--- src/rtl/home_render_controller_pkg.sv ---
// home_render_controller_pkg: shared states, command codes, colours and default geometry
package home_render_controller_pkg;
  localparam logic [1:0] ST_IDLE  = 2'd0;
  localparam logic [1:0] ST_CLEAR = 2'd1;
  localparam logic [1:0] ST_SCAN  = 2'd2;
  localparam logic [1:0] ST_DRAW  = 2'd3;
  localparam logic FUNCT_LIGHT = 1'b1;
  localparam logic FUNCT_DOOR  = 1'b0;
  localparam logic [2:0] COL_BLACK       = 3'b000;
  localparam logic [2:0] COL_LIGHT_ON    = 3'b110;
  localparam logic [2:0] COL_LIGHT_OFF   = 3'b001;
  localparam logic [2:0] COL_DOOR_OPEN   = 3'b010;
  localparam logic [2:0] COL_DOOR_CLOSED = 3'b100;
  localparam int DEF_NUM_ROOMS  = 5;
  localparam int DEF_MAX_X      = 160;
  localparam int DEF_MAX_Y      = 120;
  localparam int DEF_X_W        = 8;
  localparam int DEF_Y_W        = 7;
  localparam int DEF_COLOUR_W   = 3;
  localparam int DEF_ICON       = 4;
  localparam int DEF_ROOM_X0    = 8;
  localparam int DEF_ROOM_PITCH = 30;
  localparam int DEF_ROOM_Y0    = 50;
  localparam int DEF_ICON_GAP   = 2;
  function automatic logic [2:0] icon_colour(input logic is_door, input logic on);
    return is_door ? (on ? COL_DOOR_OPEN : COL_DOOR_CLOSED) : (on ? COL_LIGHT_ON : COL_LIGHT_OFF);
  endfunction
endpackage

--- src/rtl/home_render_controller_if.sv ---
// home_render_controller_if: command inputs and pixel/status outputs of the room renderer
interface home_render_controller_if
  import home_render_controller_pkg::*;
#(
  parameter int NUM_ROOMS = DEF_NUM_ROOMS,
  parameter int X_W       = DEF_X_W,
  parameter int Y_W       = DEF_Y_W,
  parameter int COLOUR_W  = DEF_COLOUR_W
);
  logic                 load;
  logic                 clear;
  logic [NUM_ROOMS-1:0] room_sel;
  logic                 funct;
  logic                 onoff;
  logic [X_W-1:0]       x;
  logic [Y_W-1:0]       y;
  logic [COLOUR_W-1:0]  colour;
  logic                 plot;
  logic                 busy;
  logic [NUM_ROOMS-1:0] light_state;
  logic [NUM_ROOMS-1:0] door_state;
  modport master (output load, clear, room_sel, funct, onoff,
                  input  x, y, colour, plot, busy, light_state, door_state);
  modport slave  (input  load, clear, room_sel, funct, onoff,
                  output x, y, colour, plot, busy, light_state, door_state);
endinterface

--- src/rtl/home_render_controller_raster_counter.sv ---
// raster_counter: WIDTH x HEIGHT row-major sweep, wraps to origin after the last cell
module raster_counter #(
  parameter int WIDTH  = 4,
  parameter int HEIGHT = 4,
  parameter int CW     = 8,
  parameter int RW     = 7
) (
  input  logic          clk,
  input  logic          rst,
  input  logic          i_en,
  output logic [CW-1:0] o_col,
  output logic [RW-1:0] o_row,
  output logic          o_done
);
  logic [CW-1:0] r_col;
  logic [RW-1:0] r_row;
  logic w_last_col, w_last_row;
  assign w_last_col = r_col == CW'(WIDTH - 1);
  assign w_last_row = r_row == RW'(HEIGHT - 1);
  assign o_done = i_en & w_last_col & w_last_row;
  assign o_col = r_col;
  assign o_row = r_row;
  // advance column every enabled cycle, row on column wrap; restart returns to origin
  always_ff @(posedge clk)
    if (rst) begin
      r_col <= '0;
      r_row <= '0;
    end else if (i_en) begin
      r_col <= w_last_col ? '0 : r_col + 1'b1;
      r_row <= !w_last_col ? r_row : w_last_row ? '0 : r_row + 1'b1;
    end
endmodule

--- src/rtl/home_render_controller.sv ---
// home_render_controller: room light/door state with dirty-driven round-robin icon redraw
module home_render_controller
  import home_render_controller_pkg::*;
#(
  parameter int NUM_ROOMS  = DEF_NUM_ROOMS,
  parameter int MAX_X      = DEF_MAX_X,
  parameter int MAX_Y      = DEF_MAX_Y,
  parameter int X_W        = DEF_X_W,
  parameter int Y_W        = DEF_Y_W,
  parameter int COLOUR_W   = DEF_COLOUR_W,
  parameter int ICON       = DEF_ICON,
  parameter int ROOM_X0    = DEF_ROOM_X0,
  parameter int ROOM_PITCH = DEF_ROOM_PITCH,
  parameter int ROOM_Y0    = DEF_ROOM_Y0,
  parameter int ICON_GAP   = DEF_ICON_GAP
) (
  input logic clock,
  input logic reset,
  home_render_controller_if.slave bus
);
  if (ROOM_X0 + (NUM_ROOMS - 1) * ROOM_PITCH + ICON > MAX_X || ROOM_Y0 + 2 * ICON + ICON_GAP > MAX_Y ||
      NUM_ROOMS > 8 || NUM_ROOMS < 1) begin : g_bad_geometry
    $error("home_render_controller: room geometry does not fit the screen or coordinate widths");
  end
  logic [1:0] r_state, w_state_nxt;
  logic [NUM_ROOMS-1:0] r_light, r_door, r_dirty;
  logic [NUM_ROOMS-1:0] w_light_nxt, w_door_nxt, w_dirty_nxt, w_sel, w_scan_clr, w_rot;
  logic [2:0] r_rr, r_room, w_off, w_pick, w_rr_nxt;
  logic [3:0] w_sum;
  logic w_found, w_restart, w_clr_en, w_draw_en, w_clr_done, w_icon_done, w_plot, w_is_door, w_take;
  logic [X_W-1:0] w_cx, w_ix;
  logic [Y_W-1:0] w_cy, w_iy;
  assign w_restart = reset | bus.clear;
  assign w_clr_en  = r_state == ST_CLEAR;
  assign w_draw_en = r_state == ST_DRAW;
  raster_counter #(.WIDTH(MAX_X), .HEIGHT(MAX_Y), .CW(X_W), .RW(Y_W)) u_clear (
    .clk(clock), .rst(w_restart), .i_en(w_clr_en), .o_col(w_cx), .o_row(w_cy), .o_done(w_clr_done));
  // rows 0..ICON-1 sweep the light square, rows ICON..2*ICON-1 the door square
  raster_counter #(.WIDTH(ICON), .HEIGHT(2 * ICON), .CW(X_W), .RW(Y_W)) u_icon (
    .clk(clock), .rst(w_restart), .i_en(w_draw_en), .o_col(w_ix), .o_row(w_iy), .o_done(w_icon_done));
  assign w_rot = NUM_ROOMS'({r_dirty, r_dirty} >> r_rr);
  // lowest set bit of the dirty mask rotated to start at the round-robin pointer
  always_comb begin
    w_found = 1'b0;
    w_off = '0;
    for (int k = NUM_ROOMS - 1; k >= 0; k--)
      if (w_rot[k]) begin
        w_found = 1'b1;
        w_off = 3'(k);
      end
  end
  assign w_sum = {1'b0, r_rr} + {1'b0, w_off};
  assign w_pick = (w_sum >= 4'(NUM_ROOMS)) ? 3'(w_sum - 4'(NUM_ROOMS)) : w_sum[2:0];
  assign w_rr_nxt = (w_pick == 3'(NUM_ROOMS - 1)) ? '0 : w_pick + 3'd1;
  assign w_take = (r_state == ST_SCAN) & w_found;
  assign w_sel = bus.load ? bus.room_sel : '0;
  assign w_scan_clr = w_take ? NUM_ROOMS'(1) << w_pick : '0;
  assign w_dirty_nxt = (bus.clear ? '0 : r_dirty & ~w_scan_clr) | w_sel;
  assign w_light_nxt = (bus.load && bus.funct == FUNCT_LIGHT) ?
                       (r_light & ~bus.room_sel) | (bus.room_sel & {NUM_ROOMS{bus.onoff}}) : r_light;
  assign w_door_nxt  = (bus.load && bus.funct == FUNCT_DOOR) ?
                       (r_door & ~bus.room_sel) | (bus.room_sel & {NUM_ROOMS{bus.onoff}}) : r_door;
  // a clear pulse preempts every state; otherwise sweep, pick, draw, repeat until nothing is dirty
  always_comb begin
    w_state_nxt = bus.clear ? ST_CLEAR :
                  r_state == ST_IDLE  ? (|w_dirty_nxt ? ST_SCAN : ST_IDLE) :
                  r_state == ST_CLEAR ? (w_clr_done ? ST_SCAN : ST_CLEAR) :
                  r_state == ST_SCAN  ? (w_found ? ST_DRAW : ST_IDLE) :
                  (w_icon_done ? ST_SCAN : ST_DRAW);
  end
  // state, room bits, dirty mask and round-robin pointer
  always_ff @(posedge clock)
    if (reset) begin
      r_state <= ST_CLEAR;
      r_light <= '0;
      r_door  <= '0;
      r_dirty <= '1;
      r_rr    <= '0;
      r_room  <= '0;
    end else begin
      r_state <= w_state_nxt;
      r_light <= w_light_nxt;
      r_door  <= w_door_nxt;
      r_dirty <= w_dirty_nxt;
      r_rr    <= w_take ? w_rr_nxt : r_rr;
      r_room  <= w_take ? w_pick : r_room;
    end
  assign w_plot = ~reset & (w_clr_en | w_draw_en);
  assign w_is_door = w_iy >= Y_W'(ICON);
  assign bus.plot = w_plot;
  assign bus.x = !w_plot ? '0 : w_clr_en ? w_cx :
                 X_W'(ROOM_X0) + X_W'(r_room) * X_W'(ROOM_PITCH) + w_ix;
  assign bus.y = !w_plot ? '0 : w_clr_en ? w_cy :
                 Y_W'(ROOM_Y0) + w_iy + (w_is_door ? Y_W'(ICON_GAP) : '0);
  assign bus.colour = (!w_plot || w_clr_en) ? COLOUR_W'(COL_BLACK) :
                      COLOUR_W'(icon_colour(w_is_door, w_is_door ? r_door[r_room] : r_light[r_room]));
  assign bus.busy = ~reset & (r_state != ST_IDLE);
  assign bus.light_state = reset ? '0 : r_light;
  assign bus.door_state  = reset ? '0 : r_door;
endmodule

--- src/flat_wrapper.sv ---
// flat-port wrapper written by rule: the top's interface ports become plain ports
module home_render_controller_flat import home_render_controller_pkg::*;
#(
  parameter int NUM_ROOMS  = DEF_NUM_ROOMS,
  parameter int MAX_X      = DEF_MAX_X,
  parameter int MAX_Y      = DEF_MAX_Y,
  parameter int X_W        = DEF_X_W,
  parameter int Y_W        = DEF_Y_W,
  parameter int COLOUR_W   = DEF_COLOUR_W,
  parameter int ICON       = DEF_ICON,
  parameter int ROOM_X0    = DEF_ROOM_X0,
  parameter int ROOM_PITCH = DEF_ROOM_PITCH,
  parameter int ROOM_Y0    = DEF_ROOM_Y0,
  parameter int ICON_GAP   = DEF_ICON_GAP
)
  (clock, reset, bus_load, bus_clear, bus_room_sel, bus_funct, bus_onoff, bus_x, bus_y, bus_colour, bus_plot, bus_busy, bus_light_state, bus_door_state);
  home_render_controller_if #(.NUM_ROOMS(NUM_ROOMS), .X_W(X_W), .Y_W(Y_W), .COLOUR_W(COLOUR_W)) bus_i ();
  input logic clock;
  input logic reset;
  input wire logic [$bits(bus_i.load)-1:0] bus_load;
  input wire logic [$bits(bus_i.clear)-1:0] bus_clear;
  input wire logic [$bits(bus_i.room_sel)-1:0] bus_room_sel;
  input wire logic [$bits(bus_i.funct)-1:0] bus_funct;
  input wire logic [$bits(bus_i.onoff)-1:0] bus_onoff;
  output wire logic [$bits(bus_i.x)-1:0] bus_x;
  output wire logic [$bits(bus_i.y)-1:0] bus_y;
  output wire logic [$bits(bus_i.colour)-1:0] bus_colour;
  output wire logic [$bits(bus_i.plot)-1:0] bus_plot;
  output wire logic [$bits(bus_i.busy)-1:0] bus_busy;
  output wire logic [$bits(bus_i.light_state)-1:0] bus_light_state;
  output wire logic [$bits(bus_i.door_state)-1:0] bus_door_state;
  assign bus_i.load = bus_load;
  assign bus_i.clear = bus_clear;
  assign bus_i.room_sel = bus_room_sel;
  assign bus_i.funct = bus_funct;
  assign bus_i.onoff = bus_onoff;
  assign bus_x = bus_i.x;
  assign bus_y = bus_i.y;
  assign bus_colour = bus_i.colour;
  assign bus_plot = bus_i.plot;
  assign bus_busy = bus_i.busy;
  assign bus_light_state = bus_i.light_state;
  assign bus_door_state = bus_i.door_state;
  home_render_controller #(.NUM_ROOMS(NUM_ROOMS), .MAX_X(MAX_X), .MAX_Y(MAX_Y), .X_W(X_W), .Y_W(Y_W), .COLOUR_W(COLOUR_W), .ICON(ICON), .ROOM_X0(ROOM_X0), .ROOM_PITCH(ROOM_PITCH), .ROOM_Y0(ROOM_Y0), .ICON_GAP(ICON_GAP)) u_core (.clock(clock), .reset(reset), .bus(bus_i));
endmodule
--- config.mk ---
export PLATFORM = sky130hd
export DESIGN_NAME = home_render_controller_flat
export DESIGN_NICKNAME = d
export VERILOG_FILES = /design/src/rtl/home_render_controller_pkg.sv /design/src/rtl/home_render_controller_if.sv /design/src/rtl/home_render_controller_raster_counter.sv /design/src/rtl/home_render_controller.sv /design/src/flat_wrapper.sv
export SDC_FILE = /design/constraint.sdc
export NUM_CORES = 1
export LEC_CHECK = 0
export CORE_ASPECT_RATIO = 2
export CORE_MARGIN = 2
export CORE_UTILIZATION = 52
export CTS_BUF_LIST = sky130_fd_sc_hd__clkbuf_16
export DETAILED_ROUTE_END_ITERATION = 6
export GPL_TIMING_DRIVEN = 0
export PLACE_DENSITY = 0.77
export SLEW_MARGIN = 15
export SYNTH_ARGS = -nofsm -noshare
export SYNTH_HDL_FRONTEND = slang
export SYNTH_SLANG_ARGS = --single-unit
--- constraint.sdc ---
create_clock -name clock -period 4.3 [get_ports clock]
set_clock_uncertainty 0.15 [all_clocks]
set_input_delay 1.29 -clock clock [delete_from_list [all_inputs] [get_ports clock]]
set_output_delay 1.29 -clock clock [all_outputs]
set_load 0.02 [all_outputs]
==> qor.yml, run 1 <==
synth_edf_count: 0
synthAdderAreaFrac_pct: 15.4
p_leak_uw: 0.00216
die_w_um: 66.6
yosysTopAreaCellShare_pct: 26.1
grt_first_pass_wirelength_um: 18000
drive_gt1_share_pct: 19.6
rsz0062_at_grt: "yes"
path_class: "reg -> out"
critPathArrivalTime_ns: 3.21
firstDrtPassIters: 4
yosysMostFrequentCell: "nor2_1"
worstReg2RegStart: "u_core.r_rr[1]"
synth_compound_area_share_pct: 14.0
dp_hpwl_um: 8120
io_pins: 41
yosys-top-cells-area: "dfxtp_1 (26%), ha_1 (13%), nor2_1 (6.4%)"
tightest_slew_ns: 0.760
min_from: "u_core.u_icon.o_col[1]"
areaGrowthSynthToFinish_pct: 28.9
synth_fp_nets: 553
holdBufCountCts: 0
seq_area_frac_synth_pct: 26.1
synth_ff_type: "dfxtp_1"
violations: "negative setup slack"
slew_headroom_pct: 48.9
r2r-end: "u_core.r_state[1]"
diodes: 0
critPathMaxFanout: 2
syn_inst: 495
clk_pin_slew_ns: 0.07
min_path_type: "reg -> reg"
status: "complete, but fails checks"
fmax_mhz: 215
yosys.area_share.simple_pct: 22.9
ant_nets: 0
cts_tree: "yes"
hold_violations: 0
core_um2: 7600
ys_types: 63
gp_congestion: 0.908
rows: 45
async_reset_ff_share_pct: 0
synthTopCellsByCount: "nor2_1 (69), dfxtp_1 (53), ha_1 (42)"
vias_per_cell: 5.80
power.density_nw_per_um2: 208
syn-cell-area_um2: 4070
synth_top_family_by_area: "simple AND/OR/NAND/NOR gates"
synth_xor_area_share_pct: 7.74
h-tree-depth: 2
worst_setup_path_end_kind: "output port"
tns_ns: -1.21
synth-seq-cells: 53
fp.dieArea_um2: 8600
stdcell_count: 660
root_buffer: "clkbuf_16"
yosys.area.top_type: "dfxtp_1"
slew_viol_final: 0
routedWlPerCell_um: 17.3
numCtsBuffers: 5
synthMuxAreaShare_pct: 8.24
grt_usage_pct: 26.9
die_h_um: 129
worstHoldEndpoint: "u_core.u_icon.o_col[1]"
rr_worst_depth: 20
grt_pass1_vias: 3859
final_nets: 623
peakVddDrop_mv: 0.313
setup_viol: 4
clk_latency_ns: 0.29
grt_max_degree: 16
port_buffers: 37
drcViolationCount: 0
start_kind: "register"
period_share_pct: 108
num-fill-cells: 596
dr_total_vias: 3829
drt_iter0_markers: 230
totalWireLength_um: 11400
start_util_pct: 53.6
overflow: 0
hold_path_depth: 2
period_needed_ns: 4.65
regToRegSetupSlack_ns: 0.11
clockBufferDepth: 2
post-place-cells: 626
cp_data_required_time_ns: 2.86
setup_ws_ns: -0.350
antenna_found_initial: 0
synth_area_per_cell_um2: 8.23
maxCapViolations: 0
dp_slack_ns: -0.764
ys_warn_count: 0
cts.sink_count: 53
power by group:
part	switching, uW	leakage, uW	total (uW)	internal [uW]
clock	184	0.0000826	455	271
combinational	77.5	0.00165	136	58.1
sequential	6.72	0.000433	501	495
cells by family after synthesis:
group | count (synthesis)
mux | 30
fa+ha+maj | 47
buf+inv | 55
flops | 53
simple gates | 190
compound gates | 84
xor+xnor | 36
area by class of cell:
type	count	area (um2)	area share (%)
buffer	22	110	2.10
clock buffer	5	125	2.38
clock inverter	3	37.5	0.715
inverter	33	124	2.36
multi-input combinational	387	3100	59.0
sequential	53	1080	20.6
tap	94	118	2.24
timing repair buffer	63	557	10.6
critical path: stages, from the launching register on:
cell,delay [ns]
dfxtp_4,0.36
fa_2,0.62
buf_6,0.12
ha_1,0.22
a21o_1,0.19
a21oi_2,0.16
xnor2_1,0.15
ha_1,0.28
ha_4,0.30
a21oi_4,0.06
xnor2_2,0.21
a21oi_2,0.09
buf_6,0.15
timing repair:
item | 4_1_cts | 5_1_grt
endpoints found under the setup margin | 27 | 18
gates cloned | 1 | 0
pin swaps | 22 | 26
buffers inserted | 14 | 11
gates resized for setup | 77 | 28
routing by layer:
metal / track usage, % / routed length (um)
met1: 27.2 / 3960
met2: 52.1 / 6570
met3: 2.43 / 402
met4: 13.9 / 504
met5: 0 / 0
metrics by stage:
stage | total power [uW] | instance area [um2] | utilization (%) | hold slack [ns]
2_1_floorplan | 587 | 4090 | - | 0.309
3_3_place_gp | 622 | 4580 | 60.2 | 0.329
3_5_place_dp | 625 | 4580 | 60.2 | 0.341
4_1_cts | 1080 | 5050 | 66.4 | 0.350
5_1_grt | 1120 | 5250 | 69.0 | 0.386
6_report | 1090 | 5250 | 69.0 | 0.353
how the worst max path moves through the flow:
stage,endpoint,depth (start not counted),startpoint,slack (ns)
after floorplan,bus_x[7],10,u_core.r_room[0],-0.05
after global placement,bus_x[7],11,u_core.r_room[1],-0.71
after detailed placement,bus_x[7],11,u_core.r_room[1],-0.76
after CTS,bus_x[7],12,u_core.r_room[1],-0.35
after global routing,bus_x[7],12,u_core.r_room[0],-0.44
final,bus_x[7],12,u_core.r_room[0],-0.35
cell usage in the layout, fill, tap and decap left out, drive strengths merged, types with 4 or more instances in the layout:
cell type and instances:
nand4 8, a21o 9, a211oi 6, nand3 18, ha 42, clkdlybuf4s50 25, fa 5, nor2 69
dfxtp 53, a21oi 30, nor3b 4, nor2b 15, inv 33, mux2 5, nor3 5, clkbuf 21
xor2 21, buf 39, nand2 37, mux2i 23, and3 8, xnor2 15, o21ai 15, nand2b 11
(Power assumes the default switching activity.)
==> inputs of run 2 (changes only) <==
GPL_TIMING_DRIVEN = unset   (was 0)
==> qor.yml, run 2 (same netlist as run 1, synthesis figures left out) <==
firstDrtPassIters: 5  # +1
drcViolationCount: 0  # unchanged
p_leak_uw: 0.00229  # +5.8%
areaGrowthSynthToFinish_pct: 30.6
root_buffer: "clkbuf_16"
setup_ws_ns: -0.309  # +0.0407 ns
cts.sink_count: 53  # unchanged
hold_path_depth: 2  # unchanged
antenna_found_initial: 0  # unchanged
path_class: "reg -> out"
slew_headroom_pct: 56.3  # +7.5 points
regToRegSetupSlack_ns: 0.10  # about the same
peakVddDrop_mv: 0.231  # -26%
routedWlPerCell_um: 16.8  # -3.3%
grt_first_pass_wirelength_um: 17500  # -2.8%
tns_ns: -1.02  # +0.199 ns
clockBufferDepth: 2  # unchanged
worstReg2RegStart: "u_core.r_dirty[1]"
overflow: 0  # unchanged
dp_hpwl_um: 8100  # -0.22%
core_um2: 7600  # unchanged
worst_setup_path_end_kind: "output port"
rsz0062_at_grt: "yes"
mostFrequentLayoutCell: "nor2_1"
mostFrequentLayoutCells: "nor2_1 (68), buf_4 (55), dfxtp_1 (46), nand2_1 (37), ha_1 (34)"
totalWireLength_um: 11200  # -2.4%
period_needed_ns: 4.61  # -0.0407 ns
h-tree-depth: 2  # unchanged
violations: "negative setup slack"
ant_nets: 0  # unchanged
rows: 45  # unchanged
clk_pin_slew_ns: 0.07  # about the same
rr_worst_depth: 20  # unchanged
r2r-end: "u_core.r_state[1]"
port_buffers: 40  # +8.1%
cp_data_required_time_ns: 2.86  # about the same
setup_viol: 4  # unchanged
drt_iter0_markers: 198  # -14%
clk_latency_ns: 0.29  # about the same
min_path_type: "reg -> reg"
numCtsBuffers: 5  # unchanged
final_nets: 630  # +1.1%
start_util_pct: 53.6  # unchanged
slew_viol_final: 0  # unchanged
grt_usage_pct: 26.1  # -0.81 points
start_kind: "register"
period_share_pct: 107  # -0.95 points
grt_pass1_vias: 3780  # -2.0%
hold_violations: 0  # unchanged
maxCapViolations: 0  # unchanged
fmax_mhz: 217  # +0.88%
die_w_um: 66.6  # unchanged
dr_total_vias: 3870  # +1.1%
vias_per_cell: 5.81  # +0.16%
status: "complete, but fails checks"
die_h_um: 129  # unchanged
finalPower_uw: 1110  # +1.3%
power.density_nw_per_um2: 208  # about the same
critPathArrivalTime_ns: 3.17  # -0.04 ns
holdBufCountCts: 0  # unchanged
cts_tree: "yes"
io_pins: 41  # unchanged
tightest_slew_ns: 0.649  # -0.111 ns
critPathMaxFanout: 3  # +1
drive_gt1_share_pct: 24.3  # +4.7 points
fp.dieArea_um2: 8600  # unchanged
gp_congestion: 0.887  # -2.3%
diodes: 0  # unchanged
grt_max_degree: 35  # +19
## run 2: per-stage QoR
step                      hold WS, ns  cells  setup WS (ns)  cell area (um2)  utilization (%)
final                           0.362    666         -0.309             5320             70.0
after global routing            0.388    666         -0.401             5320             70.0
after CTS                       0.361    660         -0.337             5090             66.9
after detailed placement        0.343    651         -0.619             4830             63.6
after global placement          0.331    651         -0.521             4830             63.6
after floorplan                 0.309    495        -0.0533             4090                -
## run 2: worst max-delay path by stage
stage	startpoint	end	slack [ns]
floorplan	u_core.r_room[0]	bus_x[7]	-0.05
global placement	u_core.r_room[0]	bus_x[7]	-0.52
detailed placement	u_core.r_room[0]	bus_x[6]	-0.62
CTS	u_core.r_room[1]	bus_x[7]	-0.34
global route	u_core.r_room[0]	bus_x[7]	-0.40
finish	u_core.r_room[0]	bus_x[7]	-0.31
## run 2: critical path: stages (launching register included)
cell      delay [ns]
dfxtp_2         0.34
fa_2            0.60
ha_4            0.14
fa_2            0.45
ha_4            0.26
ha_4            0.30
a21oi_4         0.07
o21bai_2        0.20
a21oi_4         0.09
xnor2_2         0.14
a21oi_2         0.13
buf_4           0.15
## run 2: layout make-up
cell class                 instances  area [um2]
clock buffer                       5         125
clock inverter                     2        35.0
fill                             610        2280
inverter                          33         124
multi-input combinational        387        3090
sequential                        53        1070
tap                               94         118
timing repair buffer              92         753
## run 2: where the power goes
part / switching, uW / internal (uW) / leakage, uW / total [uW]
clock: 186 / 271 / 0.0000797 / 456
sequential: 9.19 / 497 / 0.000432 / 506
combinational: 75.2 / 67.8 / 0.00178 / 143
## run 2: routing by layer
layer / share of wire (%) / GRT usage [%] / wire length (um)
met5: 0 / 0 / 0
met4: 3.4 / 13.2 / 382
met3: 3.0 / 3.47 / 335
met2: 57 / 49.9 / 6410
met1: 36 / 26.4 / 4040
## run 2: what timing repair did
action / 4_1_cts / 5_1_grt
endpoints found under the setup margin: 22 / 18
pin swaps: 13 / 22
buffers inserted: 2 / 6
gates cloned: 0 / 0
resized for setup: 60 / 53
